<file path="src/rtl/rsa_pkg.sv">
// Shared types and constants for the Montgomery exponentiation / UART transmit core.
// Build option: MONEXP_TRACE_EN makes the engine log every MonPro result to TRACE_ADDR.
package rsa_pkg;

  localparam int unsigned BITLEN_DEF     = 16;
  localparam int unsigned LOG_BITLEN_DEF = 4;
  localparam int unsigned ABITS_DEF      = 8;
  localparam int unsigned DBITS_DEF      = 16;

  // Operand BRAM map
  localparam int unsigned X_BAR_ADDR  = 0;
  localparam int unsigned M_BAR_ADDR  = 1;
  localparam int unsigned TRACE_ADDR  = 4;
  localparam int unsigned RESULT_ADDR = 5;

  typedef enum logic [2:0] {
    ENG_IDLE,
    ENG_RD0,
    ENG_RD1,
    ENG_SQR,
    ENG_MUL,
    ENG_CONV,
    ENG_WB,
    ENG_DONE
  } eng_state_e;

  typedef enum logic [1:0] {
    SER_IDLE,
    SER_SEND,
    SER_WAIT_HI,
    SER_WAIT_LO
  } ser_state_e;

  typedef enum logic [1:0] {
    MM_IDLE,
    MM_ITER,
    MM_RED
  } mm_state_e;

endpackage

</file>
<file path="src/rtl/modexp_tx_core_mont_mul.sv">
// Bit-serial radix-2 Montgomery product: one load cycle, k add/shift cycles, one reduce cycle.
// done_c/result_c are combinational during the reduce cycle.
module mont_mul
  import rsa_pkg::*;
#(
  parameter int unsigned BITLEN     = BITLEN_DEF,
  parameter int unsigned LOG_BITLEN = LOG_BITLEN_DEF
) (
  input  logic                  clk,
  input  logic                  rst,
  input  logic                  start,
  input  logic [BITLEN-1:0]     x,
  input  logic [BITLEN-1:0]     y,
  input  logic [BITLEN-1:0]     n,
  input  logic [LOG_BITLEN:0]   k,
  output logic                  done_c,
  output logic [BITLEN-1:0]     result_c
);

  localparam int unsigned AW = BITLEN + 2;
  localparam int unsigned KW = LOG_BITLEN + 1;

  mm_state_e         state_q, state_d;
  logic [AW-1:0]     a_q, a_d;
  logic [BITLEN-1:0] x_q, x_d;
  logic [BITLEN-1:0] y_q, y_d;
  logic [BITLEN-1:0] n_q, n_d;
  logic [KW-1:0]     cnt_q, cnt_d;
  logic [AW-1:0]     sum_c;
  logic [AW-1:0]     adj_c;

  always_comb begin
    state_d  = state_q;
    a_d      = a_q;
    x_d      = x_q;
    y_d      = y_q;
    n_d      = n_q;
    cnt_d    = cnt_q;
    done_c   = 1'b0;
    sum_c    = a_q + (x_q[0] ? AW'(y_q) : AW'(0));
    adj_c    = sum_c + (sum_c[0] ? AW'(n_q) : AW'(0));
    result_c = (a_q >= AW'(n_q)) ? BITLEN'(a_q - AW'(n_q)) : BITLEN'(a_q);

    case (state_q)
      MM_IDLE: begin
        if (start) begin
          a_d     = '0;
          x_d     = x;
          y_d     = y;
          n_d     = n;
          cnt_d   = k;
          state_d = (k == '0) ? MM_RED : MM_ITER;
        end
      end
      MM_ITER: begin
        a_d   = adj_c >> 1;
        x_d   = x_q >> 1;
        cnt_d = cnt_q - KW'(1);
        if (cnt_q == KW'(1)) state_d = MM_RED;
      end
      MM_RED: begin
        done_c  = 1'b1;
        state_d = MM_IDLE;
      end
      default: state_d = MM_IDLE;
    endcase
  end

  always_ff @(posedge clk or negedge rst) begin
    if (!rst) begin
      state_q <= MM_IDLE;
      a_q     <= '0;
      x_q     <= '0;
      y_q     <= '0;
      n_q     <= '0;
      cnt_q   <= '0;
    end else begin
      state_q <= state_d;
      a_q     <= a_d;
      x_q     <= x_d;
      y_q     <= y_d;
      n_q     <= n_d;
      cnt_q   <= cnt_d;
    end
  end

endmodule

</file>
<file path="src/rtl/modexp_tx_core.sv">
// Left-to-right Montgomery exponentiation over an operand BRAM, followed by an MSB-first
// byte serializer with a UART busy handshake. Build option: MONEXP_TRACE_EN (MonPro trace to BRAM).
module modexp_tx_core
  import rsa_pkg::*;
#(
  parameter int unsigned BITLEN     = BITLEN_DEF,
  parameter int unsigned LOG_BITLEN = LOG_BITLEN_DEF,
  parameter int unsigned ABITS      = ABITS_DEF,
  parameter int unsigned DBITS      = DBITS_DEF
) (
  input  logic                  clk,
  input  logic                  rst,
  input  logic                  start,
  input  logic [BITLEN-1:0]     e,
  input  logic [LOG_BITLEN-1:0] e_idx,
  input  logic [BITLEN-1:0]     n,
  input  logic [LOG_BITLEN:0]   mp_count,
  input  logic [ABITS-1:0]      wr_addr,
  input  logic [DBITS-1:0]      wr_data,
  input  logic                  wr_en,
  input  logic                  is_transmitting,
  output logic                  stop,
  output logic [BITLEN-1:0]     ans,
  output logic [7:0]            tx_byte,
  output logic                  tx_valid
);

  localparam int unsigned DEPTH  = 2 ** ABITS;
  localparam int unsigned NBYTES = BITLEN / 8;
  localparam int unsigned BCW    = (NBYTES > 1) ? $clog2(NBYTES) : 1;

  // ---------------- operand BRAM ----------------
  logic [DBITS-1:0] mem_q [DEPTH];
  logic [DBITS-1:0] rd_data_q;
  logic [ABITS-1:0] rd_addr_c;
  logic             eng_we_c;
  logic [ABITS-1:0] eng_waddr_c;
  logic [DBITS-1:0] eng_wdata_c;

  // Engine write is issued last so it overrides a loader write to the same address
  always_ff @(posedge clk) begin
    if (wr_en)    mem_q[wr_addr]     <= wr_data;
    if (eng_we_c) mem_q[eng_waddr_c] <= eng_wdata_c;
    rd_data_q <= mem_q[rd_addr_c];
  end

  // ---------------- exponentiation engine ----------------
  eng_state_e            eng_q, eng_d;
  logic                  start_q, start_edge_q;
  logic [BITLEN-1:0]     e_q, e_d;
  logic [BITLEN-1:0]     n_q, n_d;
  logic [LOG_BITLEN:0]   k_q, k_d;
  logic [LOG_BITLEN-1:0] bit_q, bit_d;
  logic [BITLEN-1:0]     acc_q, acc_d;
  logic [BITLEN-1:0]     mbar_q, mbar_d;
  logic                  mbar_ld_q, mbar_ld_d;
  logic                  mm_start_q, mm_start_d;
  logic                  stop_q, stop_d;
  logic [BITLEN-1:0]     ans_q, ans_d;
  logic [BITLEN-1:0]     mm_y_c;
  logic                  mm_done_c;
  logic [BITLEN-1:0]     mm_result_c;

  mont_mul #(
    .BITLEN    (BITLEN),
    .LOG_BITLEN(LOG_BITLEN)
  ) u_mont_mul (
    .clk     (clk),
    .rst     (rst),
    .start   (mm_start_q),
    .x       (acc_q),
    .y       (mm_y_c),
    .n       (n_q),
    .k       (k_q),
    .done_c  (mm_done_c),
    .result_c(mm_result_c)
  );

  always_comb begin
    eng_d       = eng_q;
    e_d         = e_q;
    n_d         = n_q;
    k_d         = k_q;
    bit_d       = bit_q;
    acc_d       = acc_q;
    mbar_d      = mbar_q;
    mbar_ld_d   = 1'b0;
    mm_start_d  = 1'b0;
    stop_d      = 1'b0;
    ans_d       = ans_q;
    rd_addr_c   = ABITS'(M_BAR_ADDR);
    mm_y_c      = acc_q;
    eng_we_c    = 1'b0;
    eng_waddr_c = ABITS'(RESULT_ADDR);
    eng_wdata_c = DBITS'(acc_q);

    // M_bar arrives one cycle after RD1 issues its address
    if (mbar_ld_q) mbar_d = BITLEN'(rd_data_q);

    case (eng_q)
      ENG_IDLE: begin
        if (start_edge_q) begin
          e_d   = e;
          n_d   = n;
          k_d   = mp_count;
          bit_d = e_idx;
          if (mp_count == '0) begin
            acc_d = '0;
            eng_d = ENG_DONE;
          end else begin
            eng_d = ENG_RD0;
          end
        end
      end
      ENG_RD0: begin
        rd_addr_c = ABITS'(X_BAR_ADDR);
        eng_d     = ENG_RD1;
      end
      ENG_RD1: begin
        acc_d      = BITLEN'(rd_data_q);
        mbar_ld_d  = 1'b1;
        mm_start_d = 1'b1;
        eng_d      = ENG_SQR;
      end
      ENG_SQR: begin
        if (mm_done_c) begin
          acc_d      = mm_result_c;
          mm_start_d = 1'b1;
          if (e_q[bit_q]) begin
            eng_d = ENG_MUL;
          end else if (bit_q == '0) begin
            eng_d = ENG_CONV;
          end else begin
            bit_d = bit_q - LOG_BITLEN'(1);
            eng_d = ENG_SQR;
          end
        end
      end
      ENG_MUL: begin
        mm_y_c = mbar_q;
        if (mm_done_c) begin
          acc_d      = mm_result_c;
          mm_start_d = 1'b1;
          if (bit_q == '0) begin
            eng_d = ENG_CONV;
          end else begin
            bit_d = bit_q - LOG_BITLEN'(1);
            eng_d = ENG_SQR;
          end
        end
      end
      ENG_CONV: begin
        mm_y_c = BITLEN'(1);
        if (mm_done_c) begin
          acc_d = mm_result_c;
          eng_d = ENG_WB;
        end
      end
      ENG_WB: begin
        eng_we_c = 1'b1;
        eng_d    = ENG_DONE;
      end
      ENG_DONE: begin
        stop_d = 1'b1;
        ans_d  = acc_q;
        eng_d  = ENG_IDLE;
      end
      default: eng_d = ENG_IDLE;
    endcase

`ifdef MONEXP_TRACE_EN
    if (mm_done_c) begin
      eng_we_c    = 1'b1;
      eng_waddr_c = ABITS'(TRACE_ADDR);
      eng_wdata_c = DBITS'(mm_result_c);
    end
`endif
  end

  always_ff @(posedge clk or negedge rst) begin
    if (!rst) begin
      eng_q        <= ENG_IDLE;
      start_q      <= 1'b0;
      start_edge_q <= 1'b0;
      e_q          <= '0;
      n_q          <= '0;
      k_q          <= '0;
      bit_q        <= '0;
      acc_q        <= '0;
      mbar_q       <= '0;
      mbar_ld_q    <= 1'b0;
      mm_start_q   <= 1'b0;
      stop_q       <= 1'b0;
      ans_q        <= '0;
    end else begin
      eng_q        <= eng_d;
      start_q      <= start;
      start_edge_q <= start & ~start_q;
      e_q          <= e_d;
      n_q          <= n_d;
      k_q          <= k_d;
      bit_q        <= bit_d;
      acc_q        <= acc_d;
      mbar_q       <= mbar_d;
      mbar_ld_q    <= mbar_ld_d;
      mm_start_q   <= mm_start_d;
      stop_q       <= stop_d;
      ans_q        <= ans_d;
    end
  end

  // ---------------- byte serializer ----------------
  ser_state_e        ser_q, ser_d;
  logic [BITLEN-1:0] sh_q, sh_d;
  logic [BCW-1:0]    bcnt_q, bcnt_d;
  logic              tx_valid_q, tx_valid_d;
  logic [7:0]        tx_byte_q, tx_byte_d;

  // Loads alongside the stop pulse so the first byte can go out the cycle after stop
  always_comb begin
    ser_d      = ser_q;
    sh_d       = sh_q;
    bcnt_d     = bcnt_q;
    tx_valid_d = 1'b0;
    tx_byte_d  = tx_byte_q;

    if (stop_d) begin
      sh_d   = acc_q;
      bcnt_d = BCW'(NBYTES - 1);
      ser_d  = SER_SEND;
    end else begin
      case (ser_q)
        SER_IDLE: ser_d = SER_IDLE;
        SER_SEND: begin
          if (!is_transmitting) begin
            tx_valid_d = 1'b1;
            tx_byte_d  = sh_q[BITLEN-1 -: 8];
            ser_d      = SER_WAIT_HI;
          end
        end
        SER_WAIT_HI: begin
          if (is_transmitting) ser_d = SER_WAIT_LO;
        end
        SER_WAIT_LO: begin
          if (!is_transmitting) begin
            if (bcnt_q == '0) begin
              ser_d = SER_IDLE;
            end else begin
              bcnt_d = bcnt_q - BCW'(1);
              sh_d   = sh_q << 8;
              ser_d  = SER_SEND;
            end
          end
        end
        default: ser_d = SER_IDLE;
      endcase
    end
  end

  always_ff @(posedge clk or negedge rst) begin
    if (!rst) begin
      ser_q      <= SER_IDLE;
      sh_q       <= '0;
      bcnt_q     <= '0;
      tx_valid_q <= 1'b0;
      tx_byte_q  <= '0;
    end else begin
      ser_q      <= ser_d;
      sh_q       <= sh_d;
      bcnt_q     <= bcnt_d;
      tx_valid_q <= tx_valid_d;
      tx_byte_q  <= tx_byte_d;
    end
  end

  assign stop     = stop_q;
  assign ans      = ans_q;
  assign tx_byte  = tx_byte_q;
  assign tx_valid = tx_valid_q;

endmodule

</file>
<file path="config.mk">
export PLATFORM = sky130hd
export DESIGN_NAME = modexp_tx_core
export DESIGN_NICKNAME = d
export VERILOG_FILES = /design/src/rtl/rsa_pkg.sv /design/src/rtl/modexp_tx_core_mont_mul.sv /design/src/rtl/modexp_tx_core.sv
export SDC_FILE = /design/constraint.sdc
export NUM_CORES = 1
export LEC_CHECK = 0
export CELL_PAD_IN_SITES_DETAIL_PLACEMENT = 0
export CELL_PAD_IN_SITES_GLOBAL_PLACEMENT = 1
export CORE_ASPECT_RATIO = 1.5
export CORE_MARGIN = 3
export CORE_UTILIZATION = 43
export CTS_BUF_LIST = sky130_fd_sc_hd__clkbuf_8
export CTS_CLUSTER_DIAMETER = 120
export DETAILED_ROUTE_END_ITERATION = 16
export PLACE_DENSITY_LB_ADDON = 0.1
export SETUP_SLACK_MARGIN = 0.1
export SLEW_MARGIN = 0
export SYNTH_ARGS = -nofsm -noshare
export SYNTH_HDL_FRONTEND = slang
export SYNTH_HIERARCHICAL = 1
export SYNTH_SLANG_ARGS = --single-unit
</file>
<file path="constraint.sdc">
create_clock -name clk -period 4.3 [get_ports clk]
set_clock_uncertainty 0.15 [all_clocks]
set_input_delay 0.43 -clock clk [delete_from_list [all_inputs] [get_ports clk]]
set_output_delay 0.43 -clock clk [all_outputs]
set_load 0.02 [all_outputs]
</file>
==> out/metrics.cfg, run 1 <==
[placed_design]
number_of_placed_instances_with_taps_included = 1665
place.gp.congestion = 0.836
portBuffers = 95
detailedPlacementHpwl_mm = 22.0

[cts]
cts.clk_slew.worst_paths_ns = 0.06
cts_tree = yes
clock-root-buffer = clkbuf_8
cts_sinks = 245
max-clock-path-buffers = 3
htree_num_levels = 2
cts_inserted_buffers = 41
clock_latency_ns = 0.58

[floorplanning]
die_extent_in_x_um = 145
die_area_um2 = 31200
boundaryPins = 96
placementRows = 75
start_util_pct = 44.1
die_h_um = 215
floorplan.core_area_um2 = 28300

[logic_synthesis]
synthCells = 1215
synth.largest_area_cell = dfrtp_1
synth-edff-count = 32
synthTopCellsByCount = nand2_1, dfrtp_1, mux2_2
sequential_share_of_the_synthesized_area_pct = 49.7
synthDistinctLibCells = 88
mappedNetlistNets = 1341
ys.flop_type = dfrtp_1
synth.top_cells.by_area = dfrtp_1, mux2_2, edfxtp_1, nand2_1, ha_1
netlist.area_leader.share_pct = 39.4
mappedNetlistArea_um2 = 12500
yosysWarnings = 6
yosys.cell_count.top_type = nand2_1
syn_area_per_cell_um2 = 10.3
synthArstFlopShare_pct = 80.4
yosys_register_bits = 245

[setup_path]
largest_delay_share_family_worst_path = compound AO/OA/AOI/OAI gates
critical_path_depth = 16
crit_path_max_fanout = 6
crit_slowest_cell = or4b_1
criticalPathCategory = reg2reg
bufs_and_invs_on_worst_path = 0
worstRegToRegCells = 16
worstPathCellList = and2_1 > ha_1 > and3_1 > a221o_1 > o21ai_2 > nor2b_1 > o21ai_1 > nand2b_1 > xor2_1 > ha_1 > nand4_1 > o31ai_4 > a211oi_2 > or4b_1 > o21ai_1 > nand3b_1
cp_slowest_stage_delay_ns = 0.48
required_ns = 4.63
worst-endpoint-arrival_ns = 4.40
end_kind = flop
setup.worst_path.start_class = flop

[grt]
grt_max_degree = 107
grt_overflow_total = 0
antenna_violations_before_repair = 0
tot_gr_track_use_pct = 19.9
number_of_global_route_vias_before_repair = 9522
grt_pass1_wl_mm = 50.4

[pwr]
worst_ir_drop_vdd_mv = 0.244
static-leakage-power_uw = 0.00693
powerDensity_nw_per_um2 = 326
finalPower_uw = 4840

[route]
first_pass_iters = 6
route.detailed.vias_per_inst = 5.32
finalWirelength_mm = 31.0
drcViolationCount = 0
detailedRoute.firstIterationViolations = 404
detail_route.wl_per_cell_um = 17.7
final_antenna_net_count = 0
route.vias.total = 9289

[sta]
setup-violations-final = 0
final.period_utilization_pct = 94.5
final.min_clock_period_ns = 4.06
hold_violations = 0
rsz0062_at_grt = true
maximum_clock_frequency_mhz = 246
setup_tns_ns = 0
final-max-slew-violation-count = 0
max_slew_margin_pct = 38.1
worstMarginPinSlew_ns = 0.928
timing.hold.ws_ns = 0.185

[worst_hold_path]
min_delay_path_depth = 1
min_path_type = in2reg

[cells_and_area]
multi_input_comb_area_um2 = 6010
finish.net_count = 1458
area_delta_synth_final_pct = 18.7
layout.core_utilization_pct = 52.4
antenna_cells = 0
final_layout_size_suffix_gt1_share_pct = 16.5
final.fill_count = 2644
sequential_cell_area_um2 = 6210
finalNonFillerCells = 1746

[run]
timing.max_cap.violations = 0

[run_status]
run_status = finished, final reports clean

cells in the final DEF (no fill, tap or decap), types with 9 or more instances in the layout:
cell type          n
nor3_1            14
xnor2_1           21
xor2_1            15
a21oi_1           58
nor2_1            49
o211ai_1           9
and3_1             9
inv_1             64
o21a_1             9
a21o_1            15
a22oi_1           17
clkdlybuf4s50_1   94
dfxtp_1           16
nand3_1           11
dfrtp_1          196
edfxtp_1          32
buf_4             27
and2_1            32
o22ai_1           33
clkbuf_8          47
ha_1              48
mux2_2            92
o21ai_0           86
nand2_1          205
sequential cells by signal, summed over array words and instances (netlist names), 5 cells and up:
register          count
sh_q                 16
u_mont_mul/x_q       16
u_mont_mul/cnt_q      5
tx_byte               8
u_mont_mul/y_q       16
mbar_q               16
n_q                  16
mem_q                32
rd_data_q            16
u_mont_mul/n_q       16
ans                  16
u_mont_mul/a_q       17
acc_q                16
k_q                   5
e_q                  16
area by class of cell:
type / instances / area share, %
multi-input cells: 871 / 40.5
inverters: 47 / 1.19
well taps: 385 / 3.24
clock buffers: 46 / 4.26
clock inverters: 26 / 0.767
flip-flops and latches: 245 / 41.8
repair buffers: 126 / 8.21
layer usage:
metal / wire length [um] / track usage [%] / up-vias
met3: 1160 / 3.24 / 65
met5: 0 / 0 / -
met4: 1020 / 7.19 / 0
met1: 13000 / 24.4 / 4496
met2: 15800 / 35.4 / 168
li1: - / - / 4560
final timing paths:
kind | start | end | slack, ns
min in group asynchronous | rst | n_q[11]$_DFFE_PN0P_ | 0.35
setup / recovery | u_mont_mul/x_q[0]$_DFFE_PN0P_ | u_mont_mul/a_q[16]$_DFFE_PN0P_ | 0.24
setup reg to reg | u_mont_mul/x_q[0]$_DFFE_PN0P_ | u_mont_mul/a_q[16]$_DFFE_PN0P_ | 0.24
hold / removal | start | start_q$_DFF_PN0_ | 0.18
hold reg to reg | start_q$_DFF_PN0_ | start_edge_q$_DFF_PN0_ | 0.24
max in group asynchronous | rst | e_q[1]$_DFFE_PN0P_ | 2.70
logic make-up (layout without fill, tap and decap cells):
| group | Yosys count | after routing | synth area share (%) |
|---|---|---|---|
| simple gates | 371 | 371 | 13.6 |
| compound gates | 304 | 304 | 15.6 |
| flops | 245 | 245 | 49.7 |
| mux | 104 | 104 | 9.65 |
| buf+inv | 99 | 245 | 3.18 |
| fa+ha+maj | 56 | 56 | 5.78 |
| xor+xnor | 36 | 36 | 2.52 |
repair_timing:
item                       in CTS  in global routing
hold buffers                    1                  0
buffers inserted                1                  7
gates resized for setup         4                 17
setup endpoints to repair       3                  7
hold endpoints to repair      104                  0
pin swaps                       2                 16
metrics by stage:
stage / worst slack, ns / cell area (um2)
final: 0.238 / 14900
after global routing: 0.0342 / 14900
after CTS: 0.0697 / 14700
after detailed placement: 0.0413 / 13900
after global placement: 0.0896 / 13900
after floorplan: 0.297 / 12500
power breakdown:
part / switching, uW / internal (uW) / total, uW / leakage (uW)
Combinational: 194 / 187 / 381 / 0.00335
Sequential: 68.7 / 2470 / 2540 / 0.00311
Clock: 942 / 980 / 1920 / 0.000465
Total: 1200 / 3640 / 4840 / 0.00693
No activity file was read; power rests on OpenSTA's default activity.
==> run 2, diff against run 1 <==
==> constraint.sdc (replaced) <==
create_clock -name clk -period 4.3 [get_ports clk]
set_clock_uncertainty 0.15 [all_clocks]
set_input_delay 1.29 -clock clk [delete_from_list [all_inputs] [get_ports clk]]
set_output_delay 1.29 -clock clk [all_outputs]
set_load 0.02 [all_outputs]
==> run 2 against run 1 <==
Against the previous run:
- total power decreased by 0.33%
- fmax up 0.38%
- combinational power about the same
- critical path type unchanged
- worst hold slack improved by 0.071 ns
==> out/metrics.cfg, run 2 (synthesized netlist as in run 1, its figures left out) <==
[run_status]
run_status = finished, final reports clean

[cts]
cts_inserted_buffers = 40  ; -2.4%
clock_latency_ns = 0.57  ; about the same
max-clock-path-buffers = 3  ; unchanged
clock-root-buffer = clkbuf_8
cts_sinks = 245  ; unchanged
cts_tree = yes
cts_hold_buffers = 0  ; -1
htree_num_levels = 2  ; unchanged
cts.clk_slew.worst_paths_ns = 0.06  ; about the same

[cells_and_area]
most_common_library_cell_in_the_layout_ignoring_fill_and_taps = nand2_1
registers.top_by_ff_count = mem_q
largest_reg_flops = 32  ; unchanged
most-common-layout-cells = nand2_1, dfrtp_1, clkdlybuf4s50_1
largest_registers = mem_q x32, u_mont_mul/a_q x17
finish.net_count = 1460  ; +0.14%
antenna_cells = 0  ; unchanged
final_layout_size_suffix_gt1_share_pct = 16.8  ; +0.29 points
area_delta_synth_final_pct = 18.9

[worst_hold_path]
min_path_type = reg2reg

[route]
drcViolationCount = 0  ; unchanged
detail_route.wl_per_cell_um = 17.8  ; +0.46%
first_pass_iters = 5  ; -1
route.detailed.vias_per_inst = 5.37  ; +0.99%
route.vias.total = 9381  ; +0.99%
final_antenna_net_count = 0  ; unchanged
detailedRoute.firstIterationViolations = 405  ; +0.25%
finalWirelength_mm = 31.1  ; +0.46%

[sta]
max_slew_margin_pct = 22.2  ; -16 points
maximum_clock_frequency_mhz = 247  ; +0.38%
setup_tns_ns = 0  ; unchanged
setup-violations-final = 0  ; unchanged
final-max-slew-violation-count = 0  ; unchanged
final.period_utilization_pct = 94.1  ; -0.36 points
hold_violations = 0  ; unchanged
rsz0062_at_grt = true
timing.hold.ws_ns = 0.255  ; +0.0708 ns
final.min_clock_period_ns = 4.05  ; -0.0153 ns
worstMarginPinSlew_ns = 1.17  ; +0.239 ns

[grt]
number_of_global_route_vias_before_repair = 9632  ; +1.2%
grt_overflow_total = 0  ; unchanged
antenna_violations_before_repair = 0  ; unchanged
grt_max_degree = 83  ; -22%
tot_gr_track_use_pct = 20.1  ; +0.14 points
grt_pass1_wl_mm = 50.8  ; +0.86%

[run]
timing.max_cap.violations = 0  ; unchanged

[floorplanning]
start_util_pct = 44.1  ; unchanged
floorplan.core_area_um2 = 28300  ; unchanged
die_h_um = 215  ; unchanged
boundaryPins = 96  ; unchanged
die_extent_in_x_um = 145  ; unchanged
die_area_um2 = 31200  ; unchanged
placementRows = 75  ; unchanged

[setup_path]
worstPathCellList = and2_4 > ha_2 > inv_2 > fa_2 > nor2b_4 > o31a_1 > o21a_1 > a21oi_2 > o21bai_1 > a21oi_1 > xnor2_1 > ha_1 > nand4_1 > o21ai_2 > a31oi_2 > o31ai_4 > a211oi_2 > or4b_1 > o21ai_1 > nand3b_1
criticalPathCategory = reg2reg
cp_slowest_stage_delay_ns = 0.47  ; about the same
crit_path_max_fanout = 7  ; +1
end_kind = flop
required_ns = 4.63  ; about the same
worst-endpoint-arrival_ns = 4.37  ; -0.03 ns
setup.worst_path.start_class = flop
crit_slowest_cell = or4b_1

[pwr]
static-leakage-power_uw = 0.00692  ; about the same
worst_ir_drop_vdd_mv = 0.257  ; +5.3%
powerDensity_nw_per_um2 = 324  ; -0.48%
finalPower_uw = 4820  ; -0.33%

[placed_design]
place.gp.congestion = 0.879  ; +5.1%
detailedPlacementHpwl_mm = 22.5  ; +2.3%
portBuffers = 95  ; unchanged

## run 2: changes by cell type in the layout (fill, tap and decap cells not counted), sizes merged
cell and change:
clkinv +3, inv -6, dlymetal6s2s -1, clkbuf +1, buf +4, dlygate4sd3 -1
## run 2: through the flow
stage / instance area (um2) / util, % / setup slack, ns / cells
3_3_place_gp: 14000 / 49.4 / 0.148 / 1672
4_1_cts: 14700 / 52.0 / 0.125 / 1742
6_report: 14900 / 52.5 / 0.254 / 1746
3_5_place_dp: 14000 / 49.4 / 0.0666 / 1672
2_1_floorplan: 12500 / - / 0.297 / 1215
5_1_grt: 14900 / 52.5 / 0.0689 / 1746
## run 2: worst paths after layout
check / cells after the start / slack [ns] / end / start
worst min register to register: 1 / 0.26 / start_edge_q$_DFF_PN0_ / start_q$_DFF_PN0_
worst max-delay path: 20 / 0.25 / u_mont_mul/a_q[16]$_DFFE_PN0P_ / u_mont_mul/x_q[0]$_DFFE_PN0P_
max in group asynchronous: 2 / 2.55 / e_q[2]$_DFFE_PN0P_ / rst
worst max register to register: 20 / 0.25 / u_mont_mul/a_q[16]$_DFFE_PN0P_ / u_mont_mul/x_q[0]$_DFFE_PN0P_
min in group asynchronous: 1 / 0.60 / n_q[14]$_DFFE_PN0P_ / rst
worst min-delay path: 1 / 0.26 / start_edge_q$_DFF_PN0_ / start_q$_DFF_PN0_
## run 2: repair_timing
item | 4_1_cts | 5_1_grt
pin swaps | 2 | 14
resized for setup | 4 | 16
setup endpoints to repair | 1 | 5
setup buffers | 1 | 4
## run 2: final cells by class
cell class	instances	area [um2]
timing repair buffer	129	1230
clock inverter	23	106
clock buffer	46	633
multi-input combinational	871	6030
inverter	47	176
tap	385	482
sequential	245	6210
fill	2655	13500
## run 2: per-layer routing
| metal | up-vias | GRT usage, % | part of all wire, % |
|---|---|---|---|
| li1 | 4573 | - | - |
| met1 | 4579 | 24.3 | 42 |
| met2 | 172 | 35.8 | 52 |
| met3 | 57 | 3.58 | 3.7 |
| met4 | 0 | 6.94 | 2.9 |
| met5 | - | 0 | 0 |
## run 2: report_power, final
part           internal (uW)  switching [uW]  leakage [uW]
combinational            188             191       0.00337
clock                    980             928      0.000442
sequential              2470            69.0       0.00311
## run 2: worst max-delay path, delay by kind of cell, from the launching register on
kind / cells / cell delay [ns]
xor+xnor: 1 / 0.10
fa+ha+maj: 3 / 0.72
simple gates: 5 / 0.98
compound gates: 10 / 1.53
flops: 1 / 0.44
buf+inv: 1 / 0.06
